==> config.mk <==
export PLATFORM = sky130hd
export DESIGN_NAME = ahb_mem_sub_flat
export DESIGN_NICKNAME = d
export VERILOG_FILES = /design/src/rtl/ahb_mem_sub_if.sv /design/src/rtl/ahb_mem_sub.sv /design/src/flat_wrapper.sv
export SDC_FILE = /design/constraint.sdc
export NUM_CORES = 1
export LEC_CHECK = 0
export CORE_MARGIN = 3
export CORE_UTILIZATION = 40
export DETAILED_ROUTE_END_ITERATION = 10
export DONT_BUFFER_PORTS = 1
export PLACE_DENSITY_LB_ADDON = 0.12
export SLEW_MARGIN = 10
export SYNTH_ARGS = -nofsm -noshare
export SYNTH_HDL_FRONTEND = slang
export SYNTH_SLANG_ARGS = --single-unit
==> constraint.sdc <==
create_clock -name clk -period 4.8 [get_ports clk]
set_clock_uncertainty 0.1 [all_clocks]
set_input_delay 0.96 -clock clk [delete_from_list [all_inputs] [get_ports clk]]
set_output_delay 0.96 -clock clk [all_outputs]
set_load 0.05 [all_outputs]
==> src/rtl/ahb_mem_sub_if.sv <==
// AHB-Lite subordinate-side signals plus the request/response channel to the memory controller.
// The slave modport is the front-end's view; master is the view of everything around it.
interface ahb_mem_sub_if #(
  parameter int DataWidth = 32,
  parameter int AddrWidth = 32
);
  logic                 hsel;
  logic [AddrWidth-1:0] haddr;
  logic [1:0]           htrans;
  logic                 hwrite;
  logic [2:0]           hsize;
  logic [DataWidth-1:0] hwdata;
  logic                 hready;
  logic                 hreadyOut;
  logic                 hresp;
  logic [DataWidth-1:0] hrdata;

  logic                 memValid;
  logic [AddrWidth-1:0] memAddr;
  logic [DataWidth-1:0] memWData;
  logic                 memWrite;
  logic [2:0]           memSize;
  logic [1:0]           memResp;
  logic [DataWidth-1:0] memRData;

  modport slave (
    input  hsel, haddr, htrans, hwrite, hsize, hwdata, hready,
    input  memResp, memRData,
    output hreadyOut, hresp, hrdata,
    output memValid, memAddr, memWData, memWrite, memSize
  );

  modport master (
    output hsel, haddr, htrans, hwrite, hsize, hwdata, hready,
    output memResp, memRData,
    input  hreadyOut, hresp, hrdata,
    input  memValid, memAddr, memWData, memWrite, memSize
  );
endinterface

==> src/rtl/ahb_mem_sub.sv <==
// AHB-Lite subordinate front-end: turns accepted AHB transfers into memory-bus requests, stretches
// the data phase on memory WAIT, aborts on wait timeout and maps errors onto the two-cycle ERROR sequence.
module ahb_mem_sub #(
  parameter int DataWidth = 32,
  parameter int AddrWidth = 32,
  parameter int MaxWait   = 16
) (
  input  logic         clk,
  input  logic         nReset,
  ahb_mem_sub_if.slave bus
);

  localparam int MaxSize = $clog2(DataWidth / 8);
  localparam int CntW    = (MaxWait > 0) ? $clog2(MaxWait + 1) : 1;

  localparam logic [CntW-1:0] CntMax   = '1;
  localparam logic [CntW-1:0] LastWait = (MaxWait > 0) ? CntW'(MaxWait - 1) : '0;

  localparam logic [1:0] RespOkay = 2'b00;
  localparam logic [1:0] RespWait = 2'b10;

  typedef enum logic [1:0] {
    S_IDLE,
    S_ACCESS,
    S_ERR1,
    S_ERR2
  } state_t;

  state_t               r_state;
  state_t               w_state_next;
  logic [AddrWidth-1:0] r_addr;
  logic                 r_write;
  logic [2:0]           r_size;
  logic [CntW-1:0]      r_wait_cnt;
  logic [CntW-1:0]      w_wait_cnt_next;

  logic                 w_accept;
  logic                 w_take;
  logic                 w_oversize;
  logic                 w_misalign;
  logic                 w_legal;
  logic [AddrWidth-1:0] w_align_mask;
  logic                 w_mem_done;
  logic                 w_mem_wait;
  logic                 w_timeout;

  // Address-phase qualification and legality of the offered transfer.
  assign w_accept     = bus.hsel & bus.hready & bus.htrans[1];
  assign w_oversize   = (bus.hsize > 3'(MaxSize));
  assign w_align_mask = (AddrWidth'(1) << bus.hsize) - AddrWidth'(1);
  assign w_misalign   = |(bus.haddr & w_align_mask);
  assign w_legal      = ~w_oversize & ~w_misalign;

  assign w_mem_done = (bus.memResp == RespOkay);
  assign w_mem_wait = (bus.memResp == RespWait);
  assign w_timeout  = (MaxWait != 0) && (r_wait_cnt == LastWait);

  // A new address phase is only consumed where the previous data phase ends without a stall.
  assign w_take = w_accept & ((r_state == S_IDLE) |
                              (r_state == S_ERR2) |
                              ((r_state == S_ACCESS) & w_mem_done));

  always_ff @(posedge clk or negedge nReset) begin
    if (!nReset) begin
      r_state    <= S_IDLE;
      r_wait_cnt <= '0;
      r_addr     <= '0;
      r_write    <= 1'b0;
      r_size     <= 3'd0;
    end else begin
      r_state    <= w_state_next;
      r_wait_cnt <= w_wait_cnt_next;
      if (w_take) begin
        r_addr  <= bus.haddr;
        r_write <= bus.hwrite;
        r_size  <= bus.hsize;
      end
    end
  end

  always_comb begin
    w_state_next    = r_state;
    w_wait_cnt_next = r_wait_cnt;

    bus.hreadyOut = 1'b1;
    bus.hresp     = 1'b0;
    bus.hrdata    = '0;
    bus.memValid  = 1'b0;
    bus.memAddr   = '0;
    bus.memWData  = '0;
    bus.memWrite  = 1'b0;
    bus.memSize   = 3'd0;

    case (r_state)
      S_IDLE: begin
        if (w_take) begin
          w_state_next = w_legal ? S_ACCESS : S_ERR1;
        end else begin
          w_state_next = S_IDLE;
        end
      end

      S_ACCESS: begin
        bus.memValid = 1'b1;
        bus.memAddr  = r_addr;
        bus.memWrite = r_write;
        bus.memSize  = r_size;
        bus.memWData = bus.hwdata;
        if (w_mem_done) begin
          bus.hrdata = bus.memRData;
          if (w_take) begin
            w_state_next = w_legal ? S_ACCESS : S_ERR1;
          end else begin
            w_state_next = S_IDLE;
          end
        end else if (w_mem_wait) begin
          bus.hreadyOut = 1'b0;
          if (w_timeout) begin
            w_state_next = S_ERR1;
          end
          if (r_wait_cnt != CntMax) begin
            w_wait_cnt_next = r_wait_cnt + CntW'(1);
          end
        end else begin
          // Memory ERROR (or reserved code) already is the first ERROR cycle.
          bus.hreadyOut = 1'b0;
          bus.hresp     = 1'b1;
          w_state_next  = S_ERR2;
        end
      end

      S_ERR1: begin
        bus.hreadyOut = 1'b0;
        bus.hresp     = 1'b1;
        w_state_next  = S_ERR2;
      end

      S_ERR2: begin
        bus.hresp = 1'b1;
        if (w_take) begin
          w_state_next = w_legal ? S_ACCESS : S_ERR1;
        end else begin
          w_state_next = S_IDLE;
        end
      end

      default: begin
        w_state_next = S_IDLE;
      end
    endcase

    if (w_take) begin
      w_wait_cnt_next = '0;
    end
  end

endmodule

==> src/flat_wrapper.sv <==
// flat-port wrapper written by rule: the top's interface ports become plain ports
module ahb_mem_sub_flat 
#(
  parameter int DataWidth = 32,
  parameter int AddrWidth = 32,
  parameter int MaxWait   = 16
)
  (clk, nReset, bus_hsel, bus_haddr, bus_htrans, bus_hwrite, bus_hsize, bus_hwdata, bus_hready, bus_memResp, bus_memRData, bus_hreadyOut, bus_hresp, bus_hrdata, bus_memValid, bus_memAddr, bus_memWData, bus_memWrite, bus_memSize);
  ahb_mem_sub_if #(.DataWidth(DataWidth), .AddrWidth(AddrWidth)) bus_i ();
  input  logic clk;
  input  logic nReset;
  input wire logic [$bits(bus_i.hsel)-1:0] bus_hsel;
  input wire logic [$bits(bus_i.haddr)-1:0] bus_haddr;
  input wire logic [$bits(bus_i.htrans)-1:0] bus_htrans;
  input wire logic [$bits(bus_i.hwrite)-1:0] bus_hwrite;
  input wire logic [$bits(bus_i.hsize)-1:0] bus_hsize;
  input wire logic [$bits(bus_i.hwdata)-1:0] bus_hwdata;
  input wire logic [$bits(bus_i.hready)-1:0] bus_hready;
  input wire logic [$bits(bus_i.memResp)-1:0] bus_memResp;
  input wire logic [$bits(bus_i.memRData)-1:0] bus_memRData;
  output wire logic [$bits(bus_i.hreadyOut)-1:0] bus_hreadyOut;
  output wire logic [$bits(bus_i.hresp)-1:0] bus_hresp;
  output wire logic [$bits(bus_i.hrdata)-1:0] bus_hrdata;
  output wire logic [$bits(bus_i.memValid)-1:0] bus_memValid;
  output wire logic [$bits(bus_i.memAddr)-1:0] bus_memAddr;
  output wire logic [$bits(bus_i.memWData)-1:0] bus_memWData;
  output wire logic [$bits(bus_i.memWrite)-1:0] bus_memWrite;
  output wire logic [$bits(bus_i.memSize)-1:0] bus_memSize;
  assign bus_i.hsel = bus_hsel;
  assign bus_i.haddr = bus_haddr;
  assign bus_i.htrans = bus_htrans;
  assign bus_i.hwrite = bus_hwrite;
  assign bus_i.hsize = bus_hsize;
  assign bus_i.hwdata = bus_hwdata;
  assign bus_i.hready = bus_hready;
  assign bus_i.memResp = bus_memResp;
  assign bus_i.memRData = bus_memRData;
  assign bus_hreadyOut = bus_i.hreadyOut;
  assign bus_hresp = bus_i.hresp;
  assign bus_hrdata = bus_i.hrdata;
  assign bus_memValid = bus_i.memValid;
  assign bus_memAddr = bus_i.memAddr;
  assign bus_memWData = bus_i.memWData;
  assign bus_memWrite = bus_i.memWrite;
  assign bus_memSize = bus_i.memSize;
  ahb_mem_sub #(.DataWidth(DataWidth), .AddrWidth(AddrWidth), .MaxWait(MaxWait)) u_core (.clk(clk), .nReset(nReset), .bus(bus_i));
endmodule
**Yosys cells after proc, flatten, opt, wreduce, memory -nomap -nowiden**

Index checks and enable logic that the tools add are counted.

- Multiply operators: 0
- Order comparisons: 1
- Bitwise gates (word level): 10
- Add/sub/neg operators: 2
- Muxes and demuxes: 23
- Eq/ne operators: 8
- Reductions and logical operators: 9
- Divide/modulo/power cells: 0
- Shift operators: 1

Operators with widths:

| kind | count |
|---|---|
| $mux 32 | 4 |
| $and 32x32->32 | 1 |
| $reduce_or 32->1 | 1 |
| $shl 1x3->32 const A | 1 |
| $sub 32x2->32 const B | 1 |
| $mux 5 | 5 |
| $mux 2 | 5 |
| $eq 2x2->1 const B | 3 |
| $pmux 2 s3 | 1 |
| $reduce_bool 2->1 | 3 |
| $add 5x1->5 const B | 1 |
| $and 1x1->1 | 5 |
| $eq 5x4->1 const B | 1 |
| $mux 1 | 5 |
| $ne 5x5->1 const B | 1 |
| $logic_not 2->1 | 2 |
| $ne 4x3->1 const B | 1 |
| $pmux 1 s2 | 2 |
| $reduce_and 4->1 | 1 |
| $reduce_or 2->1 | 2 |
| $gt 3x2->1 const B | 1 |
| $mux 3 | 1 |
| $eq 2x1->1 const B | 1 |
| $ne 2x1->1 const B | 1 |
| 2 further kinds | 4 |

- Bits in writable memories: 0
- Output and inout port bits: 103
- Input port bits: 108
- Word-level logic and storage cells: 59
- Memories: 0
- Bits in latches: 0
- Bits in registers: 43
- Bits in read-only memories: 0

**Depth between registers and ports, before layout**

- Word-level depth: 10
- Depth in mapped cells: 8

**Worst setup path before layout**

No wires, ideal clock.

- Path type: reg2out
- From: register u_core.r_state[1]
- To: output bus_hreadyOut
- Stages on the path, launching flop included: 6
- Slack: 1372 ps
- Data arrival time: 2368 ps
- Cells stage by stage: dfrtp_1 inv_1 ha_1 buf_2 clkbuf_1 o21ai_0

- Longest elaborated chain between the ends: 2

RTL lines:

| element | line | text |
|---|---|---|
| start: declaration | ahb_mem_sub.sv:29 | `state_t r_state;` |
| start signal: assignment | ahb_mem_sub.sv:71 | `r_state <= w_state_next;` |
| $eq 2x2->1 / $eq 2x1->1 (equally long branches) | ahb_mem_sub.sv:94 | `case (r_state)` |
| $pmux 1 s2 * | ahb_mem_sub.sv:94 |  |
| end: declaration | flat_wrapper.sv:21 | `output wire logic [$bits(bus_i.hreadyOut)-1:0] bus_hreadyOut;` |

Every way passes the cells marked *; elsewhere a longest branch is shown, timed or not.

**Final worst setup path**

- From: register u_core.r_state[1]
- To: output bus_hresp

- Longest elaborated chain between the ends: 3

RTL lines:

| element | line | text |
|---|---|---|
| $eq 2x2->1 | ahb_mem_sub.sv:94 |  |
| $reduce_or 2->1 (no source line) | -- |  |
| $pmux 1 s2 * | ahb_mem_sub.sv:94 |  |
| end: declaration | flat_wrapper.sv:22 | `output wire logic [$bits(bus_i.hresp)-1:0] bus_hresp;` |

Marks and branches as above.

==> out/metrics.yaml <==
floorplanning:
  fp.dieW_um: 87.20
  fp.dieH_um: 87.20
  core_mm2: 0.006166
  io_pins: 211
  num_rows: 28
  die_area_mm2: 0.007604
  start_util_pct: 42.78
hold_path:
  hp-class: "in2async"
timing:
  setup_viol: 0
  worstMarginPinSlew_ns: 1.085
  fin_crit_sh_pct: 74.05
  relSlewSlack_pct: 27.18
  rsz0062_at_grt: "false"
  min_period_ns: 3.554
  fmax_mhz: 281.3
  finalSetupTns_ns: 0
  maxSlewViolCount: 0
  hold_viol: 0
routing:
  detail-route-antenna-nets: 0
  vias: 1724
  via_per_inst: 5.288
  drt_first_pass_iters: 4
  route.detailed.drc: 0
  wire_per_inst_um: 20.19
  drt-initial-drc-count: 14
  wirelength_mm: 6.582
placed_design:
  place_congestion: 0.7659
  io_buffers: 0
  dp_hpwl_mm: 5.152
finish:
  nets: 367
  final_cell_mix: "and2_1 (100), dfrtp_1 (43), mux2_2 (37), nor2_1 (9), ha_1 (8)"
  regArea_mm2: 0.001076
  n_antenna_cell: 0
  multi_input_area_mm2: 0.001446
  area_growth_pct: 6.215
  layout_commonest_cell: "and2_1"
  fill_cells: 566
  layout-drive-gt1-share_pct: 21.12
grt:
  grt_overflow: 0
  grt_pass1_wl_mm: 9.287
  grt.total_usage_pct: 15.89
  grt_max_degree: 64
  grt_antenna_before_repair: 0
  grt_pass1_vias: 1733
clock_tree:
  clock_sinks: 43
  ctsHoldBuffers: 0
  htreeDepth: 2
  post-cts-setup-buffers: 0
  clk_pin_slew_ns: 0.09
  cts_resized: 0
  root_buffer: "clkbuf_8"
  cts_buffers: 5
  max-clock-path-buffers: 2
  clock_latency_ns: 0.29
  tritoncts: "done"
critical_path:
  cp.required_ns: 3.74
  end_kind: "primary output"
  cp_max_fo: 63
  arrival_ns: 2.49
  crit_path_start_kind: "flop"
  criticalPathCategory: "reg2out"
power_and_ir_drop:
  powerDensity_mw_per_mm2: 644.2
  p_leak_nw: 1.230
  p_total_mw: 1.805
  vdd_drop_max_uv: 396.3
synth:
  ys.flop_type: "dfrtp_1"
  synth_seq_cells: 43
  synth_cells: 256
  async_flop_share_pct: 100.0
  avgSynthCellArea_um2: 10.30
  synth.net_count: 373
  synth_edf_count: 0
  ys_seq_area_share_pct: 40.80
  mappedNetlistArea_mm2: 0.002638
  yosysUniqueCellTypes: 33
  yosysWarnings: 0
outcome:
  status: "finished, final reports clean"
job:
  cap_violations: 0
-- routing by layer --
metal  vias up  share of wire (%)  global-route usage [%]
met3        12                 11                   6.149
met4         0                1.9                   5.579
met2       107                 49                   26.50
li1        822                  -                       -
met1       783                 38                   18.62
met5         -                  0                       0
-- critical path, stage by stage, from the launching register on --
cell and delay, ns:
dfrtp_1 0.42, inv_1 0.09, ha_2 0.30, buf_4 0.51
a211oi_1 0.15, nor2_1 0.71
-- report_power, final --
group	total [mW]	leakage, nW	switching [mW]	internal, mW
registers	0.619	0.524	0.0837	0.535
logic	0.851	0.641	0.620	0.232
clock network	0.335	0.0644	0.127	0.208
total	1.80	1.23	0.831	0.974
-- metrics by stage --
step	std cells	util (%)	worst slack (ns)	hold slack (ns)	cell area, um2
finish	326	45.43	1.246	0.2507	2801
global route	326	45.43	1.050	0.2253	2801
CTS	326	45.43	1.169	0.2351	2801
detailed placement	318	43.22	1.500	0.3885	2665
global placement	318	43.22	1.529	0.3817	2665
floorplan	256	-	1.372	0.3727	2638
-- state kept, by name (all words and copies together), names as in the netlist --
| signal | count |
|---|---|
| u_core.r_size | 3 |
| u_core.r_wait_cnt | 5 |
| u_core.r_state | 2 |
| u_core.r_write | 1 |
| u_core.r_addr | 32 |
-- Yosys cell counts, drive strengths merged (2+ instances only) --
cell type / instances / share of area, %
clkbuf: 11 / 1.6
or3b: 2 / 0.76
nand3: 2 / 0.38
and3: 2 / 0.47
inv: 7 / 1.0
buf: 5 / 1.9
nor2: 9 / 1.3
nand2b: 2 / 0.47
mux2: 37 / 16
and2: 100 / 24
o21ai: 4 / 0.76
dfrtp: 43 / 41
xor2: 2 / 0.66
a211oi: 3 / 0.85
ha: 9 / 4.3
a21oi: 4 / 1.2
-- worst paths after layout --
kind | start | to | slack (ns) | cells past startpoint
max in group asynchronous | nReset | u_core.r_addr[29]$_DFFE_PN0P_ | 4.26 | 0
min reg2reg | u_core.r_addr[24]$_DFFE_PN0P_ | u_core.r_addr[24]$_DFFE_PN0P_ | 0.41 | 1
max reg2reg | u_core.r_state[1]$_DFFE_PN0P_ | u_core.r_addr[19]$_DFFE_PN0P_ | 1.90 | 6
min in group clk | u_core.r_addr[24]$_DFFE_PN0P_ | u_core.r_addr[24]$_DFFE_PN0P_ | 0.41 | 1
max | u_core.r_state[1]$_DFFE_PN0P_ | bus_hresp | 1.25 | 5
min | nReset | u_core.r_addr[5]$_DFFE_PN0P_ | 0.25 | 0
-- cell families after synthesis --
family | synth area share, %
AO/OA/AOI/OAI | 4.459
adder cells (fa/ha/maj) | 4.270
buffers and inverters | 4.459
flip-flops | 40.80
multiplexers | 16.18
XOR/XNOR | 0.9964
AND/OR/NAND/NOR | 28.84
-- layout make-up --
class,count,share of cell area [%]
multi-input combinational,190,51.63
sequential,43,38.41
tap,75,3.350
clock buffer,5,2.456
clock inverter,3,2.412
inverter,7,0.9379
timing repair buffer,3,0.8039
(Power assumes the default switching activity.)
